File: config.mk
export PLATFORM = sky130hd
export DESIGN_NAME = user_saxil_rd_device
export DESIGN_NICKNAME = d
export VERILOG_FILES = /design/src/rtl/user_saxil_rd_device.sv
export SDC_FILE = /design/constraint.sdc
export NUM_CORES = 1
export LEC_CHECK = 0
export ABC_AREA = 1
export ABC_CLOCK_PERIOD_IN_PS = 5000
export CORE_UTILIZATION = 57
export CTS_CLUSTER_SIZE = 16
export DETAILED_ROUTE_END_ITERATION = 6
export PLACE_DENSITY = 0.84
export SYNTH_ARGS = -nofsm -noshare
export SYNTH_HDL_FRONTEND = slang
export SYNTH_SLANG_ARGS = --single-unit
File: constraint.sdc
create_clock -name user_saxil_clk -period 5 [get_ports user_saxil_clk]
set_input_delay 1.5 -clock user_saxil_clk [delete_from_list [all_inputs] [get_ports user_saxil_clk]]
set_output_delay 1.5 -clock user_saxil_clk [all_outputs]
set_load 0.02 [all_outputs]
File: src/rtl/user_saxil_rd_device.sv
// user_saxil_rd_device: AXI4-Lite read-only slave returning address-derived data after a fixed latency
module user_saxil_rd_device #(
  parameter int          ADDR_WIDTH   = 32,
  parameter int          DATA_WIDTH   = 32,
  parameter logic [31:0] BASE_ADDR    = 32'h0000_1000,
  parameter int          NUM_REGS     = 16,
  parameter int          READ_LATENCY = 2,
  parameter logic [31:0] DATA_PATTERN = 32'hA5A5_0000
) (
  input  logic                  user_saxil_clk,
  input  logic                  user_saxil_rst_n,
  input  logic [ADDR_WIDTH-1:0] user_port_araddr,
  input  logic                  user_port_arvalid,
  output logic                  user_port_arready,
  output logic                  user_port_rvalid,
  input  logic                  user_port_rready,
  output logic [DATA_WIDTH-1:0] user_port_rdata,
  output logic [1:0]            user_port_rresp,
  output logic [15:0]           user_rd_count
);
  localparam int B  = DATA_WIDTH / 8;
  localparam int LB = $clog2(B);
  localparam int CW = READ_LATENCY > 2 ? $clog2(READ_LATENCY) : 1;
  localparam logic [CW-1:0] LAST = CW'(READ_LATENCY > 1 ? READ_LATENCY - 2 : 0);
  localparam logic [ADDR_WIDTH-1:0] BASE = ADDR_WIDTH'(BASE_ADDR);
  localparam logic [ADDR_WIDTH-1:0] SPAN = ADDR_WIDTH'(NUM_REGS * B);

  typedef enum logic [1:0] {IDLE, WAIT, RESP} state_t;
  state_t state, state_nx;
  logic [CW-1:0] cnt, cnt_nx;
  logic [ADDR_WIDTH-1:0] addr_q, dec_addr, off;
  logic [15:0] rd_count_q;
  logic ar_hs, r_hs, ok;

  assign ar_hs = user_port_arvalid && user_port_arready;
  assign r_hs  = user_port_rvalid && user_port_rready;
  assign user_rd_count = rd_count_q;

  // With a latency of one the response is loaded on the accept edge, before addr_q holds the address
  assign dec_addr = state == IDLE ? user_port_araddr : addr_q;
  assign off      = dec_addr - BASE;
  assign ok       = dec_addr >= BASE && off < SPAN && dec_addr[LB-1:0] == '0;

  always_comb begin
    state_nx = state;
    cnt_nx = '0;
    case (state)
      IDLE: state_nx = ar_hs ? (READ_LATENCY > 1 ? WAIT : RESP) : IDLE;
      WAIT: begin
        state_nx = cnt == LAST ? RESP : WAIT;
        cnt_nx = cnt == LAST ? '0 : cnt + 1'b1;
      end
      RESP: state_nx = r_hs ? IDLE : RESP;
      default: state_nx = IDLE;
    endcase
  end

  always_ff @(posedge user_saxil_clk or negedge user_saxil_rst_n)
    if (!user_saxil_rst_n) begin
      state <= IDLE;
      cnt <= '0;
      addr_q <= '0;
      user_port_arready <= 1'b0;
      user_port_rvalid <= 1'b0;
      user_port_rdata <= '0;
      user_port_rresp <= 2'b00;
      rd_count_q <= '0;
    end else begin
      state <= state_nx;
      cnt <= cnt_nx;
      if (ar_hs) addr_q <= user_port_araddr;
      user_port_arready <= state_nx == IDLE;
      user_port_rvalid <= state_nx == RESP;
      if (state_nx == RESP && state != RESP) begin
        user_port_rdata <= ok ? DATA_WIDTH'(DATA_PATTERN) ^ DATA_WIDTH'(off >> LB) : '0;
        user_port_rresp <= ok ? 2'b00 : 2'b10;
      end
      if (r_hs && user_port_rresp == 2'b00 && rd_count_q != 16'hFFFF) rd_count_q <= rd_count_q + 16'd1;
    end
endmodule

; Yosys cells after proc, flatten, opt, wreduce, memory -nomap -nowiden
; Cells that the tools add are included.
[word_totals]
out_inout_bits = 52
elab_cells = 39
register_bits = 87
input_bits = 36
[classes]
bitwise_logic = 1
muxes = 9
eq_ne = 5
reduce_logical = 11
magnitude_cmp = 2
addsub = 3
[op_table]
columns = operator, count
row1 = two-way mux 32 bit, 2
row2 = greater-or-equal comparator 32 x 13 -> 1 bit (second input constant), 1
row3 = < comparator 32 x 7 -> 1 bit (second input constant), 1
row4 = subtractor 32 x 13 -> 32 bit (second input constant), 1
row5 = adder 16 x 1 -> 16 bit (second input constant), 1
row6 = != test 16 bit (second input constant), 1
row7 = zero test 2 bit, 4
row8 = inverter 7 -> 8 bit, 1
row9 = logical AND 1 bit, 7
row10 = two-way mux 2 bit, 3
row11 = case mux 2 bit (3 select lines), 1
row12 = equality test 2 bit (second input constant), 2
row13 = two-way mux 1 bit, 3
row14 = equality test 2 x 1 -> 1 bit (second input constant), 1
row15 = != test 2 bit (second input constant), 1
row16 = adder 1 bit (second input constant), 1

; Longest topological paths before layout
; Gate-level depths: netlist (run 1).
[depth]
depth_word = 7
depth_mapped = 18
mapped_depth_nobuf = 16

; Worst setup path before layout (run 1)
; No wires, ideal clock.
[synth_path]
path_kind = input -> register
startpoint = input port user_port_araddr[13]
endpoint = register user_port_rdata[4]
setup_time_ns = 0.066
t_required_ns = 4.934
n_path_buf = 1
stages = 14
path_slack_ns = 1.924
t_arrival_ns = 3.011
cell_sequence = inv_1 -> nand2_1 -> nand2_1 -> ha_1 -> nand2_1 -> nor2_1 -> nand2_1 -> nor2_1 -> xor2_1 -> nand3_1 -> nor2_2 -> buf_6 -> nand3_1 -> nand2_1
[synth_via]
elab_chain_len = 6
elab_cells_between_ends = 7
cone_classes = 1 x add/sub / 2 x order compare / 2 x mux / 2 x reduce/logical
[synth_rtl]
columns = element, line_no
row1 = from (decl), 12  ; input logic [ADDR_WIDTH-1:0] user_port_araddr,
row2 = two-way mux 32 bit (*), 40  ; assign dec_addr = state == IDLE ? user_port_araddr : addr_q;
row3 = subtractor 32 x 13 -> 32 bit, 41  ; assign off = dec_addr - BASE;
row4 = < comparator 32 x 7 -> 1 bit, 42  ; assign ok = dec_addr >= BASE && off < SPAN && dec_addr[LB-1:0] == '0;
row5 = logical AND 1 bit (*) (2 in series), 42
row6 = two-way mux 32 bit (*), 75  ; user_port_rdata <= ok ? DATA_WIDTH'(DATA_PATTERN) ^ DATA_WIDTH'(off >> LB) : '0;
row7 = to (signal assigned), 75
row8 = to (decl), 17  ; output logic [DATA_WIDTH-1:0] user_port_rdata,
; Every way passes the cells marked *; elsewhere a longest branch is shown, timed or not.
; A chain may end at the register's enable or synchronous reset.

; Worst setup path after layout (run 1)
[layout_path]
startpoint = input port user_port_araddr[13]
endpoint = register user_port_rdata[26]
[layout_via]
elab_chain_len = 6
elab_cells_between_ends = 8
cone_classes = 1 x add/sub / 2 x order compare / 2 x mux / 1 x bitwise / 2 x reduce/logical
[layout_rtl]
columns = element, line_no
row1 = two-way mux 32 bit (*), 40
row2 = subtractor 32 x 13 -> 32 bit, 41
row3 = < comparator 32 x 7 -> 1 bit, 42
row4 = logical AND 1 bit (2 in series), 42
row5 = two-way mux 32 bit (*), 75
; Marks and branches as above.

==> summary.txt, run 1 <==
Floorplanning
  – Ports: 88
  – Die Area: 8470 um^2
  – Core area: 7770 um^2
  – Initial Util: 59.5%
  – # rows: 32
  – Die Height: 92.1 um
  – Die Wd: 92.1 um

Run status
  – Status: finished, final reports clean

STA
  – Fin crit share: 77.4%
  – Slew @ Worst Pin: 1080 ps
  – RSZ-0062 raised after global routing: no
  – Clock skew: 15.3 ps
  – Relative slew slack: 28.1%
  – Final Hold Violating Endpoints: 0
  – Setup violations, final: 0
  – Final Critical Period: 3870 ps
  – Max-slew violation count: 0
  – Final setup margin: 1130 ps
  – Setup TNS: 0 ps
  – Max Freq: 0.258 GHz

Drt
  – Total number of vias: 4,340
  – Drt via density: 5.19
  – TritonRoute pass-1 iters: 5
  – # DRC: 0
  – Post-Route WL: 11,100 um
  – Iteration-0 DRC Markers: 289
  – Number of routed nets with antenna violations: 0
  – WL/cell: 13.3 um

Setup path
  – FF-to-FF End: user_port_rdata[26]
  – R2R cell count: 14
  – Crit path max fanout: 13
  – Crit start category: input pin
  – Worst r2r src: state[1]
  – Crit end category: flip-flop
  – FF-to-FF setup slack: 1670 ps
  – Kind of critical path: in -> reg
  – CP arrival: 4170 ps
  – Worst EP required: 5300 ps

Synthesis
  – Synth Instances: 651
  – Most area-hungry cell type in the Yosys netlist: dfrtp_1
  – Area share of the largest cell type after synthesis: 45.5%
  – Yosys reg bits: 84
  – Synth cell types: 29
  – Synth area leaders: dfrtp_1 (45%), nand2_1 (21%), inv_1 (6.4%)
  – Ys Warns: 0
  – Register area share after synthesis: 45.5%
  – Mean Syn Cell Area: 7.10 um^2
  – Post-Synthesis Cell Area: 4620 um^2

CTS
  – Clock sink count: 84
  – Clock transition at the registers of the reported paths: 90 ps
  – Clock latency on the worst-skew pair: 370 ps
  – Clock buffer depth: 2
  – CTS H-Tree Depth: 3
  – Hold-fix buffers at CTS: 0
  – CTS tree: built
  – Post_cts resized: 0
  – CTS Buf Count: 9
  – Root buf cell: clkbuf_8
  – Setup Fix Bufs, Post-CTS: 0

Global route
  – Gr usage total: 28.2%
  – Global-route wire length before repair: 19,000 um
  – GRT Residual Overflow: 0
  – Vias in the first global route: 4,284
  – Antenna violations before repair: 0
  – Largest net degree at the start of global routing: 85

Place
  – IO Port Bufs: 85
  – GP Congestion: 0.899
  – Post-DP HPWL: 8070 um
  – Pre-CTS setup slack: 836 ps

Final layout
  – Fillers: 651
  – Storage element area: 2100 um^2
  – Area of the multi-input gates: 2100 um^2
  – Nets: 768
  – Antenna Cells: 0
  – Synth-to-Final Area Change: 23.0%
  – Share of layout cells above drive strength 1: 5.86%

Power
  – Leak Pwr: 2.91 nW
  – Total Power: 2.58 mW
  – Power Density: 454 nW/um^2
  – VDD IR max: 0.000247 V

Min path
  – Hold Crit Depth: 2
  – Hold Path End: addr_q[13]
  – Worst min-delay path category: reg -> reg
  – Hold Startpoint: addr_q[13]

Job
  – Max Cap Viol: 0
through the flow:
| step | cells | area [um^2] | hold slack [ps] | util, % |
|---|---|---|---|---|
| final | 836 | 5690 | 489 | 73.2 |
| after global routing | 836 | 5690 | 508 | 73.2 |
| after CTS | 836 | 5690 | 496 | 73.2 |
| after detailed placement | 820 | 5500 | 472 | 70.8 |
| after global placement | 820 | 5500 | 462 | 70.8 |
| after floorplan | 652 | 4630 | 448 | - |
state kept, by name, summed over array words and instances, names as in the netlist:
signal and cells:
addr_q 32, user_port_rdata 31, user_rd_count 16, state 2, user_port_arready 1, user_port_rresp 1
user_port_rvalid 1
critical path, cell delays in order:
cell and delay, ps:
clkdlybuf4s50_1 410, inv_1 70, nand2_1 50, nand2_1 200
ha_1 270, nand2_1 100, nor2_1 200, nand2_1 100
nor2_1 130, xor2_1 160, nand3_1 110, nor2_2 420
nand2_1 310, nand2_1 140
logic make-up (layout without fill, tap and decap cells):
kind of cell	count (synthesis)	after routing	share of synthesized area, %
other cells	1	2	0.0811
buf+inv	103	185	9.37
mux	7	7	1.71
xor+xnor	15	15	2.84
compound gates	51	51	5.69
fa+ha+maj	3	3	0.812
flops	84	84	45.5
simple gates	387	387	34.0
cell type report:
type / count / area share, %
Clock buffer: 9 / 2.18
Clock inverter: 7 / 1.03
Inverter: 81 / 5.35
Multi-Input combinational cell: 465 / 36.9
Sequential cell: 84 / 37.0
Tap cell: 102 / 2.24
Timing Repair Buffer: 88 / 15.3
placed cells by master (no fill, tap or decap), types with 5 or more instances in the layout:
master           count
xor2_1              10
nand3_1             34
o21ai_1              7
nor2_2              10
dfrtp_1             84
nor2_1              62
xnor2_1              5
mux2_2               7
clkdlybuf4s50_1     84
inv_1               79
o21ai_0             37
nor3_1               7
nand2_1            256
clkbuf_8             9
nand4_1             10
power by group:
group / switching (mW) / internal, mW / leakage (nW) / total, mW
Combinational: 0.806 / 0.376 / 1.74 / 1.18
Sequential: 0.104 / 0.830 / 1.08 / 0.934
Clock: 0.276 / 0.187 / 0.0917 / 0.463
synth_stat cells:
cell	number
a21oi_1	4
and2_1	1
buf_1	3
buf_2	4
buf_4	5
buf_6	3
clkbuf_1	7
conb_1	1
dfrtp_1	84
ha_1	3
inv_1	79
inv_2	2
mux2_2	7
nand2_1	256
nand2_2	3
nand3_1	34
nand3b_1	1
nand4_1	10
nor2_1	63
nor2_2	10
nor3_1	7
nor4_1	2
o211ai_1	1
o21ai_0	37
o21ai_1	7
o21bai_1	1
o31ai_1	1
xnor2_1	5
xor2_1	10
routing by layer:
| layer | up-vias | global-route usage, % | wire, um |
|---|---|---|---|
| li1 | 2153 | - | - |
| met1 | 2043 | 36.6 | 4920 |
| met2 | 120 | 47.1 | 5380 |
| met3 | 24 | 5.97 | 594 |
| met4 | 0 | 9.64 | 221 |
| met5 | - | 0 | 0 |
how the worst max path moves through the flow:
stage | start | to | slack (ps) | cells past startpoint
detailed placement | user_port_araddr[13] | user_port_rdata[26] | 840 | 14
finish | user_port_araddr[13] | user_port_rdata[26] | 1130 | 14
floorplan | user_port_araddr[13] | user_port_rdata[4] | 1920 | 14
global placement | user_port_araddr[13] | user_port_rdata[24] | 1020 | 14
global route | user_port_araddr[13] | user_port_rdata[26] | 800 | 14
CTS | user_port_araddr[13] | user_port_rdata[26] | 1190 | 14
Power figures use the tool's default switching activity.
==> run 2, diff against run 1 <==
--- a/config.mk
+++ b/config.mk
@@ -6,11 +6,11 @@
 export NUM_CORES = 1
 export LEC_CHECK = 0
 export ABC_AREA = 1
-export ABC_CLOCK_PERIOD_IN_PS = 5000
-export CORE_UTILIZATION = 57
+export ABC_CLOCK_PERIOD_IN_PS = 4000
+export CORE_UTILIZATION = 53
 export CTS_CLUSTER_SIZE = 16
 export DETAILED_ROUTE_END_ITERATION = 6
-export PLACE_DENSITY = 0.84
+export PLACE_DENSITY = 0.79
 export SYNTH_ARGS = -nofsm -noshare
 export SYNTH_HDL_FRONTEND = slang
 export SYNTH_SLANG_ARGS = --single-unit
==> constraint.sdc (replaced) <==
create_clock -name user_saxil_clk -period 4 [get_ports user_saxil_clk]
set_input_delay 1.2 -clock user_saxil_clk [delete_from_list [all_inputs] [get_ports user_saxil_clk]]
set_output_delay 1.2 -clock user_saxil_clk [all_outputs]
set_load 0.02 [all_outputs]
==> run 2 against run 1 <==
Net effect: power increased by 25%; clock power increased by 21%; setup slack got worse by 470 ps; via count decreased by 1.2%; cell count increased by 0.48%; clock skew decreased by 1.7 ps; sequential power increased by 25%; final area increased by 0.15%; utilization decreased by 4.9 points; critical endpoint is now user_port_rdata[21]; highest routed layer unchanged; die area increased by 7.4%; hold slack about the same; critical path type unchanged.
==> summary.txt, run 2 (synthesized netlist as in run 1, its figures left out) <==
STA
  – Fin crit share: 83.6%
  – Final Hold Violating Endpoints: 0
  – Relative slew slack: 29.8%
  – Hold slack: 488 ps
  – RSZ-0062 raised after global routing: no
  – Final Critical Period: 3340 ps
  – Max-slew violation count: 0
  – Clock skew: 13.7 ps
  – Setup TNS: 0 ps
  – Setup violations, final: 0
  – Slew @ Worst Pin: 1050 ps
  – Max Freq: 0.299 GHz

Place
  – Placed cell area: 5520 um^2
  – IO Port Bufs: 85
  – GP Congestion: 0.898
  – Dpl cells: 825
  – Post-DP HPWL: 7930 um

Drt
  – Number of routed nets with antenna violations: 0
  – TritonRoute pass-1 iters: 5
  – WL/cell: 13.2 um
  – Iteration-0 DRC Markers: 251
  – # DRC: 0
  – Post-Route WL: 11,100 um
  – Total number of vias: 4,287
  – Drt via density: 5.10

Final layout
  – Antenna Cells: 0
  – Fin area: 5690 um^2
  – Commonest non-fill, non-tap cells in the layout: nand2_1 (256), dfrtp_1 (84), clkdlybuf4s50_1 (84), inv_1 (79), nor2_1 (62)
  – Max reg flops: 32
  – Share of layout cells above drive strength 1: 5.99%
  – Area of the multi-input gates: 2100 um^2
  – Storage element area: 2100 um^2
  – Top reg by flops: addr_q
  – Nets: 770
  – Post-layout util: 68.3%
  – Fillers: 736
  – Synth-to-Final Area Change: 23.2%
  – Final Non-Filler Cells: 840
  – Commonest non-fill, non-tap cell in the layout: nand2_1

Setup path
  – Crit path max fanout: 8
  – CP max stage delay: 400 ps
  – Crit-path most repeated cell: nand2_1
  – Crit start category: input pin
  – CP arrival: 3640 ps
  – Worst EP required: 4290 ps
  – CP Cell Sequence: clkdlybuf4s50_1 > inv_1 > nand2_1 > nand2_1 > ha_1 > nand2_1 > nor2_1 > nand2_1 > nor2_1 > xor2_1 > nand3_1 > nor2_2 > nand2_1 > nand2_1
  – Crit end category: flip-flop
  – Kind of critical path: in -> reg
  – FF-to-FF setup slack: 820 ps
  – Slowest CP cell: clkdlybuf4s50_1

Global route
  – Global-route wire length before repair: 18,100 um
  – Antenna violations before repair: 0
  – GRT Residual Overflow: 0
  – Gr usage total: 25.6%
  – Largest net degree at the start of global routing: 85
  – Vias in the first global route: 4,009

Floorplanning
  – Die Area: 9100 um^2
  – Die Height: 95.4 um
  – # rows: 33
  – Initial Util: 55.4%
  – Ports: 88
  – Core area: 8340 um^2
  – Die Wd: 95.4 um

CTS
  – CTS Buf Count: 9
  – Setup Fix Bufs, Post-CTS: 0
  – Hold-fix buffers at CTS: 0
  – Clock buffer depth: 2
  – CTS tree: built
  – Root buf cell: clkbuf_8
  – Clock sink count: 84
  – Clock transition at the registers of the reported paths: 90 ps
  – CTS H-Tree Depth: 3
  – Clock latency on the worst-skew pair: 360 ps
  – Post_cts resized: 0

Job
  – Max Cap Viol: 0

Power
  – Power Density: 565 nW/um^2
  – Leak Pwr: 2.91 nW
  – VDD IR max: 0.000329 V

Min path
  – Worst min-delay path category: reg -> reg

Run status
  – Status: finished, final reports clean
==> run 2: changes by cell type in the layout (fill, tap and decap cells not counted), sizes merged <==
cell,delta
inv,+1
clkinvlp,+1
clkinv,-3
buf,+2
==> run 2: cell type report <==
class	instances	area share, %
flip-flops and latches	84	36.9
inverters	81	5.34
repair buffers	90	15.6
clock inverters	6	0.857
multi-input cells	465	36.8
clock buffers	9	2.18
well taps	105	2.31
==> run 2: worst paths after layout <==
check | startpoint | end | depth (start not counted)
worst min register to register | user_port_rdata[26] | user_port_rdata[26] | 2
min in group asynchronous | user_saxil_rst_n | addr_q[23] | 1
worst min-delay path | user_port_rdata[26] | user_port_rdata[26] | 2
worst max-delay path | user_port_araddr[13] | user_port_rdata[21] | 14
max in group asynchronous | user_saxil_rst_n | user_port_rdata[5] | 1
worst max register to register | state[1] | user_port_rdata[21] | 14
==> run 2: power breakdown <==
group | internal, mW | total, mW | switching (mW)
clock | 0.230 | 0.562 | 0.332
sequential | 1.04 | 1.17 | 0.127
combinational | 0.471 | 1.49 | 1.02
==> run 2: layer usage <==
layer	wire (um)	part of all wire, %	vias to the layer above	global-route usage [%]
met2	5520	50	123	44.5
met1	4910	44	2004	32.6
met5	0	0	-	0
li1	-	-	2150	-
met4	108	0.98	0	7.84
met3	526	4.8	10	4.55
==> run 2: worst max-delay path: cells and delay by family <==
| kind | cells | cell delay (ps) |
|---|---|---|
| buffers and inverters | 2 | 460 |
| XOR/XNOR | 1 | 160 |
| AND/OR/NAND/NOR | 10 | 1520 |
| adder cells (fa/ha/maj) | 1 | 260 |
==> run 2: per-stage QoR <==
stage | worst slack (ps) | total power [mW]
after CTS | 673 | 3.22
after global routing | 320 | 3.49
after floorplan | 1220 | 2.29
after detailed placement | 292 | 2.66
final | 656 | 3.22
after global placement | 451 | 2.61
